$ cat src/rtl/rpn_sequencer.sv
// rpn_sequencer: buffers RPN instructions in a FIFO and issues them to a stack calculator while tracking its depth.
// Define RPN_SEQ_ERRCHK_EN to enable underflow/overflow detection with HALT and clr recovery.
module rpn_sequencer #(
    parameter int FIFO_DEPTH = 4
) (
    input  logic        step,
    input  logic        rst,
    input  logic        in_valid,
    input  logic [17:0] in_instr,
    output logic        in_ready,
    output logic        push,
    output logic [15:0] d,
    output logic [1:0]  op,
    input  logic        clr,
    output logic [9:0]  depth,
    output logic        err
);
    localparam int AW = $clog2(FIFO_DEPTH);
    localparam logic [1:0] IDLE = 2'd0, ISSUE = 2'd1, HALT = 2'd2;
    logic [17:0] mem [FIFO_DEPTH];
    logic [AW:0] wr_ptr, rd_ptr, wr_ptr_n, rd_ptr_n;
    logic [1:0]  state, state_n, kind;
    logic [17:0] head;
    logic [9:0]  depth_n;
    logic        full, empty, wr_en, rd_en, bad, go, err_n;

    assign empty    = wr_ptr == rd_ptr;
    assign full     = (wr_ptr[AW] != rd_ptr[AW]) && (wr_ptr[AW-1:0] == rd_ptr[AW-1:0]);
    assign in_ready = !full;
    assign wr_en    = in_valid && !full;
    assign rd_en    = (state == ISSUE) && !empty;
    assign head     = mem[rd_ptr[AW-1:0]];
    assign kind     = head[17:16];
    assign wr_ptr_n = wr_ptr + (AW+1)'(wr_en);
    assign rd_ptr_n = rd_ptr + (AW+1)'(rd_en);

`ifdef RPN_SEQ_ERRCHK_EN
    assign bad   = rd_en && ((kind == 2'b00) ? (depth == 10'd1023) :
                             (kind == 2'b01) ? (depth == 10'd0) : (depth < 10'd2));
    assign err_n = bad || (err && !(state == HALT && clr));
`else
    assign bad   = 1'b0;
    assign err_n = 1'b0;
`endif

    assign go = rd_en && !bad;
    // Saturation only matters unchecked; with checking the erroring cases never reach here.
    assign depth_n = !go ? depth :
                     (kind == 2'b00) ? ((depth == 10'd1023) ? depth : depth + 10'd1) :
                     (kind == 2'b01) ? depth :
                     ((depth == 10'd0) ? depth : depth - 10'd1);
    assign state_n = (bad || (state == HALT && !clr)) ? HALT :
                     (wr_ptr_n == rd_ptr_n) ? IDLE : ISSUE;

    always_ff @(posedge step or posedge rst) begin
        if (rst) begin
            wr_ptr <= '0;
            rd_ptr <= '0;
            state  <= IDLE;
            push   <= 1'b0;
            d      <= 16'd0;
            op     <= 2'b00;
            depth  <= 10'd0;
            err    <= 1'b0;
        end else begin
            wr_ptr <= wr_ptr_n;
            rd_ptr <= rd_ptr_n;
            state  <= state_n;
            push   <= go && (kind == 2'b00);
            d      <= (go && (kind == 2'b00)) ? head[15:0] : 16'd0;
            op     <= go ? kind : 2'b00;
            depth  <= depth_n;
            err    <= err_n;
        end
    end

    always_ff @(posedge step) begin
        if (wr_en)
            mem[wr_ptr[AW-1:0]] <= in_instr;
    end
endmodule
$ cat config.mk
export PLATFORM = sky130hd
export DESIGN_NAME = rpn_sequencer
export DESIGN_NICKNAME = d
export VERILOG_FILES = /design/src/rtl/rpn_sequencer.sv
export SDC_FILE = /design/constraint.sdc
export NUM_CORES = 1
export LEC_CHECK = 0
export ABC_AREA = 1
export BUFFER_PORTS_ARGS = -buffer_cell sky130_fd_sc_hd__buf_4
export CORE_MARGIN = 8
export CORE_UTILIZATION = 40
export DETAILED_ROUTE_END_ITERATION = 8
export MAX_ROUTING_LAYER = met4
export PLACE_DENSITY_LB_ADDON = 0.08
export RECOVER_POWER = 50
export SLEW_MARGIN = 25
export SYNTH_ARGS = -nofsm -noshare
export SYNTH_HDL_FRONTEND = slang
export SYNTH_SLANG_ARGS = --single-unit
$ cat constraint.sdc
create_clock -name step -period 3.85 [get_ports step]
set_clock_uncertainty 0.2 [all_clocks]
set_input_delay 0.1925 -clock step [delete_from_list [all_inputs] [get_ports step]]
set_output_delay 0.1925 -clock step [all_outputs]
set_load 0.02 [all_outputs]
# After elaboration in Yosys (flattened, before gate mapping)
# Memories as Yosys holds them, arrays and structs flattened.
# Index checks and enable logic that the tools add are counted.
# op_classes
add_sub_neg,4
eq_ne,11
n_reduce_logical,11
n_mux,10
# op_table
operator,count
$mux 10,4
$mux 16,1
$add 10x1->10 const B,1
$eq 10x10->1 const B,1
$logic_not 10->1,1
$sub 10x1->10 const B,1
$add 3x1->3,2
$eq 3x3->1,2
$ne 2x2->1 const B,3
$logic_and 1x1->1,5
$eq 2x1->1 const B,2
$mux 2,2
$reduce_and 4->1,1
$logic_not 1->1,3
$mux 1,3
$eq 2x2->1,1
$eq 2x2->1 const B,1
$logic_not 2->1,1
$ne 1x1->1,1
# totals
word_cells,44
input_bits,22
mem_bits_rw,72
out_inout_bits,31
mem_count,1
register_bits,37
# memory_table
memory,words,word_bits,read_ports,rd_ports_with_merged_regs,write_ports,line,source
mem,4,18,1,0,1,20,logic [17:0] mem [FIFO_DEPTH];

# Longest topological paths before layout
# Gate-level depths: netlist of the first run.
# depth
word_depth,8
depth_mapped,17
mapped_depth_nobuf,17

# Worst setup path before layout of the first run
# Ideal clock, no wire load.
# synth_path
path_kind,flip-flop to flip-flop
start,register rd_ptr[1]
end,"memory mem[2][0], enable pin"
path_stages_with_launch,6
t_arrival_ns,2.346
n_path_buf,1
period_less_slack_ns,2.962
slack_ns,0.888
setup_ns,0.416
t_required_ns,3.234
path_cell_list,dfrtp_1 buf_2 xnor2_1 nand3b_1 nand2_1 nor3_1
# synth_via
elab_chain_len,6
# synth_lines
item,line,source
"start, declared",21,"logic [AW:0] wr_ptr, rd_ptr, wr_ptr_n, rd_ptr_n;"
"start signal, assigned",67,rd_ptr <= rd_ptr_n;
$eq 2x2->1,28,assign full = (wr_ptr[AW] != rd_ptr[AW]) && (wr_ptr[AW-1:0] == rd_ptr[AW-1:0]);
$logic_and 1x1->1,28,
$logic_not 1->1,--,
net in_ready,10,"output logic in_ready,"
$logic_and 1x1->1,30,assign wr_en = in_valid && !full;
$mux 1,78,if (wr_en)
$mux 1 (not written as such),79,mem[wr_ptr[AW-1:0]] <= in_instr;
"end, declared",20,
# The timed path passes the listed nets, and every way through them passes these cells.

# Worst setup path in the final report of the first run
# layout_path
start,register rd_ptr[1]
end,register depth[6]
# layout_via
elab_chain_len,4
word_cells_on_any_way,11
cone_classes,eq/ne (5); mux (1); reduce/logical (4); memory (1)
# layout_lines
item,line,source
$mem_v2 4x18 or $eq 3x3->1 (tied branches),--,
"$eq 2x1->1, or another cell as far along",50,(kind == 2'b01) ? depth :
$ne 2x2->1 (no source line) or $logic_and 1x1->1 (tied branches),--,
$reduce_and 4->1 (no source line),--,
"end signal, assigned",72,depth <= depth_n;
"end, declared",15,"output logic [9:0] depth,"
# Parallel ways exist; a longest one is shown, timed or not.
# A chain may end at the register's enable or synchronous reset.

==> results.md, run 1 <==
- In this run switching power makes up 44.41% of total power.
- In the synthesized netlist, the number of instances is 434.
- The weighted congestion reported at the end of routability-driven placement is 0.8290.
- The topmost layer with routed signal wires is met4.
- The residual overflow from global routing is 0.
- After detailed routing, the average wire length per cell comes to 15.06 microns.
- The number of global-route vias before repair is 3167.
- The average footprint of a synthesized cell is 10.66 sq um.
- The aggregate global-route resource usage is 14.06%.
- Setup repair after global routing left no endpoint under its margin.
- The category of the critical setup timing path is reg -> reg.
- The data arrival time of the critical path is 3130 ps.
- Summing all multi-input logic gate instances after layout gives 0.001401 sq mm.
- The number of unique standard cell types used by synthesis is 27.
- The die extent in y is 123.5 microns.
- The final critical-path share of the clock period is 80.28%.
- In this run the worst hold path is classified as in -> reg.
- Across the whole layout, storage elements account for 0.003088 sq mm.
- For this block, the initial DRC count from the detailed router was 102.
- Across the run, the number of max-cap violations was 0.
- The startpoint class of the critical path is a register.
- For this block, the via count after detailed routing is 3190.
- Counting I/O delays and the setup requirement, the final critical path takes 3091 ps.
- The flow ran to the end, and the final reports show no timing, DRC or antenna violations.
- The post-synthesis instance area is 0.004626 sq mm.
- The pin count of the biggest net entering global routing is 33.
- The Yosys warning count is 0.
- Buffers inserted during clock tree synthesis total 9.
- The relative contribution of sequential cells to total power is 34.8%.
- Clock-pin slew was measured on the worst setup and hold paths at 70 ps.
- Headroom to the max-slew limit came out at 38.74%.
- Counting along the longest clock path gives a buffer depth of 2.
- The net count after synthesis is 469.
- Buffers added to address setup during post-CTS repair amount to 0.
- The nature of the critical path endpoint is a register.
- 0 antenna diodes ended up in the layout.
- The register area share after synthesis is 66.76%.
- For this block, the routed nets add up to 9957 microns of wire.
- The clock tree synthesis step divided the H-tree into 3 levels.
- The number of setup violations in the final report is 0.
- For this design the total switching power over the nets is 2.400 mW.
- The post-route cell area is 0.005515 sq mm.
- The number of I/O port buffers is 51.
- The post-synthesis sequential element count is 109.
- VDD sags by at most 0.0004502 V.
- The die width is 123.5 microns.
- Combinational logic burns 49.2% of the power.
- The clock latency at the later pin of the worst-skew pair is 340 ps.
- The count of boundary I/O pins is 53.
- In the routed layout, each cell is associated on average with a via count of 4.826.
- Of the cells placed in the final design, the portion with a size suffix greater than 1 is 7.336%.
- The clock share of power is 16.0%.
- The initial core utilization is 40.68%.
- The sum of routed wire segments on met1 is 4655 microns.
- Wire segments on met2 add up to 4897 microns in the final route.
- TritonCTS built the clock tree.
- The first global-routing pass estimated 15960 microns of wire.
- The core region is 0.01137 sq mm.
- The initial antenna violation count is 0.
- The number of DRC violations after detailed routing is 0.
- The count of pins over their slew limit came to 0.
- For the pin with the worst max-slew slack, the measured transition is 919.0 ps.
- The worst-path maximum fanout is 21.
- The cell internal power dissipation is 3.004 mW.
- The sum of net half-perimeters after detailed placement is 6399 microns.
- The number of placed instances, taps included, is 625.
- The pre-antenna-repair detailed-routing pass consisted of 4 iterations.
- Summed over all cells, the static leakage comes to 2.266 nW.
- The total negative slack is 0 ps.
- The placed standard-cell area is 0.005220 sq mm.
- The wire length on met3 is 286 microns.
- The area of the die is 0.01526 sq mm.
- From synthesis to final layout, the design area changed by 19.23%.
- In this run the power density over the cells is 979.8 mW/mm^2.
- Gates resized during post-CTS repair numbered 0.
- The count of nets after finishing is 548.
- The count of filler cells inserted in the layout is 1068.
- The number of hold-slack violations in the final timing report is 0.
- The count of nets left with antenna violations once routing finished came out at 0.
- The cell chosen for the clock root is sky130_fd_sc_hd__clkbuf_16.
- The highest clock rate is 323.6 MHz.
- The site row count is 39.
- The required time at the endpoint of the critical path is 3890 ps.
- The clock drives 109 sinks.
- For this run, the number of standard cells in the final layout without fillers is 661.
[synthesized netlist by cell type (all sizes together)]
cell | count | area share, %
dfrtp | 37 | 20
o21ai | 34 | 3.7
xor2 | 5 | 0.95
nand3 | 15 | 1.6
inv | 27 | 2.2
clkbuf | 7 | 0.57
nor3 | 4 | 0.43
o21bai | 2 | 0.32
ha | 12 | 3.2
nor2 | 89 | 7.4
nand2 | 91 | 7.5
buf | 5 | 0.62
xnor2 | 6 | 1.1
a21o | 1 | 0.16
a21oi | 20 | 2.2
edfxtp | 72 | 47
conb | 1 | 0.081
nand3b | 1 | 0.16
nand4 | 3 | 0.41
fa | 1 | 0.43
o22ai | 1 | 0.14
[worst max-delay path, cell delays in order, from the launching register on]
cell and delay (ps):
sky130_fd_sc_hd__dfrtp_1 330, sky130_fd_sc_hd__buf_4 280, sky130_fd_sc_hd__inv_1 190, sky130_fd_sc_hd__buf_4 240
sky130_fd_sc_hd__nand3_1 90, sky130_fd_sc_hd__nand2_1 110, sky130_fd_sc_hd__nand2_2 230, sky130_fd_sc_hd__inv_2 100
sky130_fd_sc_hd__fa_1 410, sky130_fd_sc_hd__o21ai_0 400, sky130_fd_sc_hd__nand3_1 150, sky130_fd_sc_hd__nand3_1 100
sky130_fd_sc_hd__nand2_1 50, sky130_fd_sc_hd__nand2_1 50, sky130_fd_sc_hd__nand2_1 40
[power groups by stage]
stage / clock, mW / sequential [mW] / combinational (mW)
finish: 0.866 / 1.88 / 2.66
floorplan: 0 / 2.02 / 1.82
global placement: 0 / 1.90 / 2.78
CTS: 0.893 / 1.89 / 2.84
detailed placement: 0 / 1.91 / 2.82
global route: 0.932 / 1.92 / 3.05
[area by class of cell]
class	instances	share of cell area [%]
sequential	109	55.99
timing repair buffer	80	8.530
inverter	27	1.838
multi-input combinational	286	25.41
clock inverter	5	0.5898
tap	143	3.244
clock buffer	11	4.401
[final timing paths]
check	start	end	slack, ps	cells past startpoint
worst max-delay path	rd_ptr[1]	depth[6]	760	14
worst min-delay path	in_valid	wr_ptr[0]	180	4
worst max register to register	rd_ptr[1]	depth[6]	760	14
worst min register to register	state[0]	state[1]	320	3
max in group asynchronous	rst	depth[9]	1910	4
min in group asynchronous	rst	push	290	3
[metrics by stage]
step	setup slack, ps	power, mW	hold WS, ps	utilization, %
after floorplan	888.0	3.848	58.91	-
after global placement	811.1	4.684	159.9	45.91
after detailed placement	727.7	4.724	165.2	45.91
after CTS	712.2	5.619	169.4	50.09
after global routing	501.3	5.901	214.6	48.51
final	759.3	5.404	180.2	48.51
[timing repair]
item | CTS | global route
endpoints found under the hold margin | 94 | 0
hold buffers | 20 | 0
setup endpoints to repair | 0 | 0
[placed cells by master, fill, tap and decap left out, types with 4 or more instances in the layout]
cell / n
sky130_fd_sc_hd__a21oi_1: 20
sky130_fd_sc_hd__buf_4: 10
sky130_fd_sc_hd__clkbuf_1: 49
sky130_fd_sc_hd__clkbuf_16: 9
sky130_fd_sc_hd__dfrtp_1: 37
sky130_fd_sc_hd__dlygate4sd3_1: 20
sky130_fd_sc_hd__edfxtp_1: 72
sky130_fd_sc_hd__ha_1: 12
sky130_fd_sc_hd__inv_1: 23
sky130_fd_sc_hd__nand2_1: 88
sky130_fd_sc_hd__nand3_1: 15
sky130_fd_sc_hd__nor2_1: 88
sky130_fd_sc_hd__nor3_2: 4
sky130_fd_sc_hd__o21ai_0: 33
sky130_fd_sc_hd__xnor2_1: 6
sky130_fd_sc_hd__xor2_1: 5
[metal layers]
layer	global-route usage [%]	vias to the layer above
met5	-	-
met4	4.740	0
met1	16.76	1544
met3	2.192	8
met2	23.86	38
li1	-	1600
[cells by family after synthesis]
logic type,count (synthesis),synth area share (%)
simple gates,203,17.56
flops,109,66.76
compound gates,58,6.465
buf+inv,39,3.381
fa+ha+maj,13,3.679
xor+xnor,11,2.083
other cells,1,0.08107
[flip-flops by register name, indices dropped and copies added, names as in the netlist]
signal	flops
mem	72
d	16
depth	10
rd_ptr	3
wr_ptr	3
op	2
state	2
push	1
Note: power is estimated with default switching activity, not from simulation.
==> run 2, diff against run 1 <==
==> constraint.sdc (replaced) <==
create_clock -name step -period 2.85 [get_ports step]
set_clock_uncertainty 0.2 [all_clocks]
set_input_delay 0.1425 -clock step [delete_from_list [all_inputs] [get_ports step]]
set_output_delay 0.1425 -clock step [all_outputs]
set_load 0.02 [all_outputs]
==> results.md, run 2 (synthesis results as in run 1) <==
- The flow ran to the end, and the final reports show no timing, DRC or antenna violations.
- The slew at the pin closest to its max-slew limit was 992.9 ps (+73.92 ps).
- In this run the critical register-to-register path is launched from rd_ptr[0].
- The die width is 123.5 microns (unchanged).
- The number of max-cap violations came to 0 (unchanged).
- The initial antenna violation count came to 0 (unchanged).
- Compared with the post-synthesis result, the final layout area differs by 21.75%.
- The count of clock tree sinks was 109 (unchanged).
- The count of filler cells inserted in the layout is 1099 (+2.9%).
- The clock period minus worst slack is 2535 ps (-556.2 ps).
- The final instance count without filler cells is 664 (+0.45%).
- The fraction of final layout cells with drive strength greater than 1 is 10.56% (+3.2 points).
- The post-route antenna net violation count came to 0 (unchanged).
- The wire length of the first global-routing pass is 16280 microns (+2.0%).
- The worst setup path is captured at a register.
- The site row count is 39 (unchanged).
- The total via count after detailed routing is 3238 (+1.5%).
- The storage element area is 0.003088 sq mm (unchanged).
- The area of the die is 0.01526 sq mm (unchanged).
- The required time at the endpoint of the critical path is 2890 ps (-1000 ps).
- The count of pins over their slew limit is 0 (unchanged).
- Setup repair after global routing left no endpoint under its margin.
- The data arrival time of the critical path is 2580 ps (-550 ps).
- The cell total after placement was 628 (+0.48%).
- The cell chosen for the clock root is sky130_fd_sc_hd__clkbuf_16.
- Among cell families on the critical path, the largest total delay comes from simple AND/OR/NAND/NOR gates.
- The count of TritonRoute iterations in the first routing pass is 4 (unchanged).
- The residual overflow from global routing is 0 (unchanged).
- The maximum resistive drop on vdd is 0.0006812 V (+51%).
- The standby leakage power is 2.357 nW (+4.0%).
- The number of design-rule violations left by the first detailed-router iteration is 187 (+83%).
- The initial core utilization is 40.68% (unchanged).
- The start point of the worst hold path is in_valid.
- The power density relative to cell area is 1345 mW/mm^2 (+37%).
- The startpoint class of the critical path is a register.
- The clock latency at the later pin of the worst-skew pair was 350 ps (about the same).
- The number of I/O port buffers was 51 (unchanged).
- The setup slack on the worst flop-to-flop path is 320 ps (-440 ps).
- Walking the worst path, the cells encountered are inv_2 > nand2_1 > nand3_1 > nand2_1 > nand2_4 > inv_2 > fa_1 > o21ai_1 > nand3_1 > nand3_1 > nand2_1 > nand2_1 > nand2_1.
- The wire length reported by the detailed router is 9913 microns (-0.44%).
- The level count of the clock H-tree is 3 (unchanged).
- The area used by multi-input combinational logic is 0.001406 sq mm (+0.36%).
- The mean number of vias per cell came to 4.877 (+1.0%).
- The post-route worst hold slack is 89.56 ps (-90.60 ps).
- The worst-path maximum fanout is 12 (-43%).
- The count of boundary I/O pins is 53 (unchanged).
- The final total power came to 7.574 mW (+40%).
- The number of hold-slack violations in the final timing report is 0 (unchanged).
- The end of the worst register-to-register path is depth[6].
- The relative slew slack is 33.81% (-4.9 points).
- The cell repeated most along the worst path is sky130_fd_sc_hd__nand2_1.
- The weighted congestion reported at the end of routability-driven placement is 0.8167 (-1.5%).
- The sum of buffers and inverters on the critical path came to 2 (-2).
- The number of cell instances on the worst register-to-register path was 13 (-1).
- The worst slack after detailed placement was 112.8 ps (-614.8 ps).
- The tightest min-delay check is of the in -> reg type.
- The final critical-path setup slack is 315.5 ps (-443.8 ps).
- The delay of the slowest cell on the worst path was 470 ps (+60 ps).
- The CTS tree is done.
- The number of setup violations in the final report is 0 (unchanged).
- The sum of net half-perimeters after detailed placement is 6480 microns (+1.3%).
- The number of DRC violations after detailed routing is 0 (unchanged).
- The highest clock rate is 394.5 MHz (+22%).
- The final antenna diode count is 0 (unchanged).
- In the layout the commonest cells are 88 x sky130_fd_sc_hd__nor2_1, 88 x sky130_fd_sc_hd__nand2_1, 72 x sky130_fd_sc_hd__edfxtp_1.
- The pin count of the biggest net entering global routing is 38 (+15%).
- The total negative slack is 0 ps (unchanged).
- The count of nets after finishing was 551 (+0.55%).
- The die extent in y is 123.5 microns (unchanged).
- For hold timing, the worst endpoint is wr_ptr[0].
- The total clock buffers created by CTS came to 9 (unchanged).
- The floorplan core area was 0.01137 sq mm (unchanged).
- The cell with the largest stage delay on the worst path is sky130_fd_sc_hd__dfrtp_1.
- The critical path in this run is classified as reg -> reg.
- The number of global-route vias before repair is 3232 (+2.1%).
- The clock slew at the register clock pins of the worst setup and hold paths is 70 ps (about the same).
- The number of flip-flops in the largest register came to 72 (unchanged).
- The number of instances on the worst hold path is 4 (unchanged).
- The routed wirelength normalized by instance count came to 14.93 microns (-0.89%).
- The final critical-path share of the clock period was 88.93% (+8.7 points).
- The largest buffer count on any clock path came to 2 (unchanged).
- The aggregate global-route resource usage is 14.45% (+0.39 points).
[run 2: cell count changes in the layout (fill, tap and decap cells not counted), sizes merged]
| cell | before | now |
|---|---|---|
| buf | 10 | 29 |
| bufinv | 0 | 2 |
| clkbuf | 61 | 44 |
| clkinv | 4 | 3 |
| clkinvlp | 0 | 1 |
| inv | 28 | 27 |
[run 2: worst reg2reg max path, stage by stage, from the launching register on]
cell and delay (ps):
sky130_fd_sc_hd__dfrtp_1 470, sky130_fd_sc_hd__inv_2 120, sky130_fd_sc_hd__nand2_1 60, sky130_fd_sc_hd__nand3_1 90, sky130_fd_sc_hd__nand2_1 130, sky130_fd_sc_hd__nand2_4 170
sky130_fd_sc_hd__inv_2 90, sky130_fd_sc_hd__fa_1 420, sky130_fd_sc_hd__o21ai_1 300, sky130_fd_sc_hd__nand3_1 140, sky130_fd_sc_hd__nand3_1 90, sky130_fd_sc_hd__nand2_1 50
sky130_fd_sc_hd__nand2_1 60, sky130_fd_sc_hd__nand2_1 40
[run 2: metal layers]
metal	share of wire, %	track usage (%)	vias to the layer above
met3	3.5	2.420	12
met2	49	23.86	49
met5	0	-	-
met4	1.9	6.772	0
met1	46	16.94	1565
li1	-	-	1612
[run 2: power breakdown]
group	internal, mW	switching [mW]	leakage (nW)
clock	0.761	0.534	0.147
sequential	2.23	0.292	1.13
combinational	1.33	2.42	1.08
[run 2: metrics by stage]
step | utilization (%) | instance area (sq um)
detailed placement | 46.11 | 5243
global route | 49.53 | 5632
CTS | 50.57 | 5749
floorplan | - | 4626
finish | 49.53 | 5632
global placement | 46.11 | 5243
[run 2: worst max-delay path by stage]
| stage | startpoint | end | slack, ps | cells past startpoint |
|---|---|---|---|---|
| final | rd_ptr[0] | depth[6] | 320 | 13 |
| after global routing | rd_ptr[1] | depth[6] | 80 | 12 |
| after CTS | rd_ptr[1] | depth[8] | 100 | 12 |
| after detailed placement | rd_ptr[0] | depth[8] | 110 | 13 |
| after global placement | rd_ptr[0] | depth[6] | 230 | 13 |
| after floorplan | rd_ptr[1] | mem[2][0] | -110 | 5 |
[run 2: final cells by class]
cell class	count	area share, %
Tap cell	143	3.177
Multi-Input combinational cell	286	24.97
Timing Repair Buffer	83	9.776
Sequential cell	109	54.83
Clock buffer	10	4.066
Clock inverter	6	1.377
Inverter	27	1.800
[run 2: repair_timing]
item / CTS / global route
resized for setup: 0 / 2
endpoints found under the hold margin: 111 / 0
buffers inserted: 0 / 0
endpoints found under the setup margin: 0 / 2
hold buffers: 20 / 0
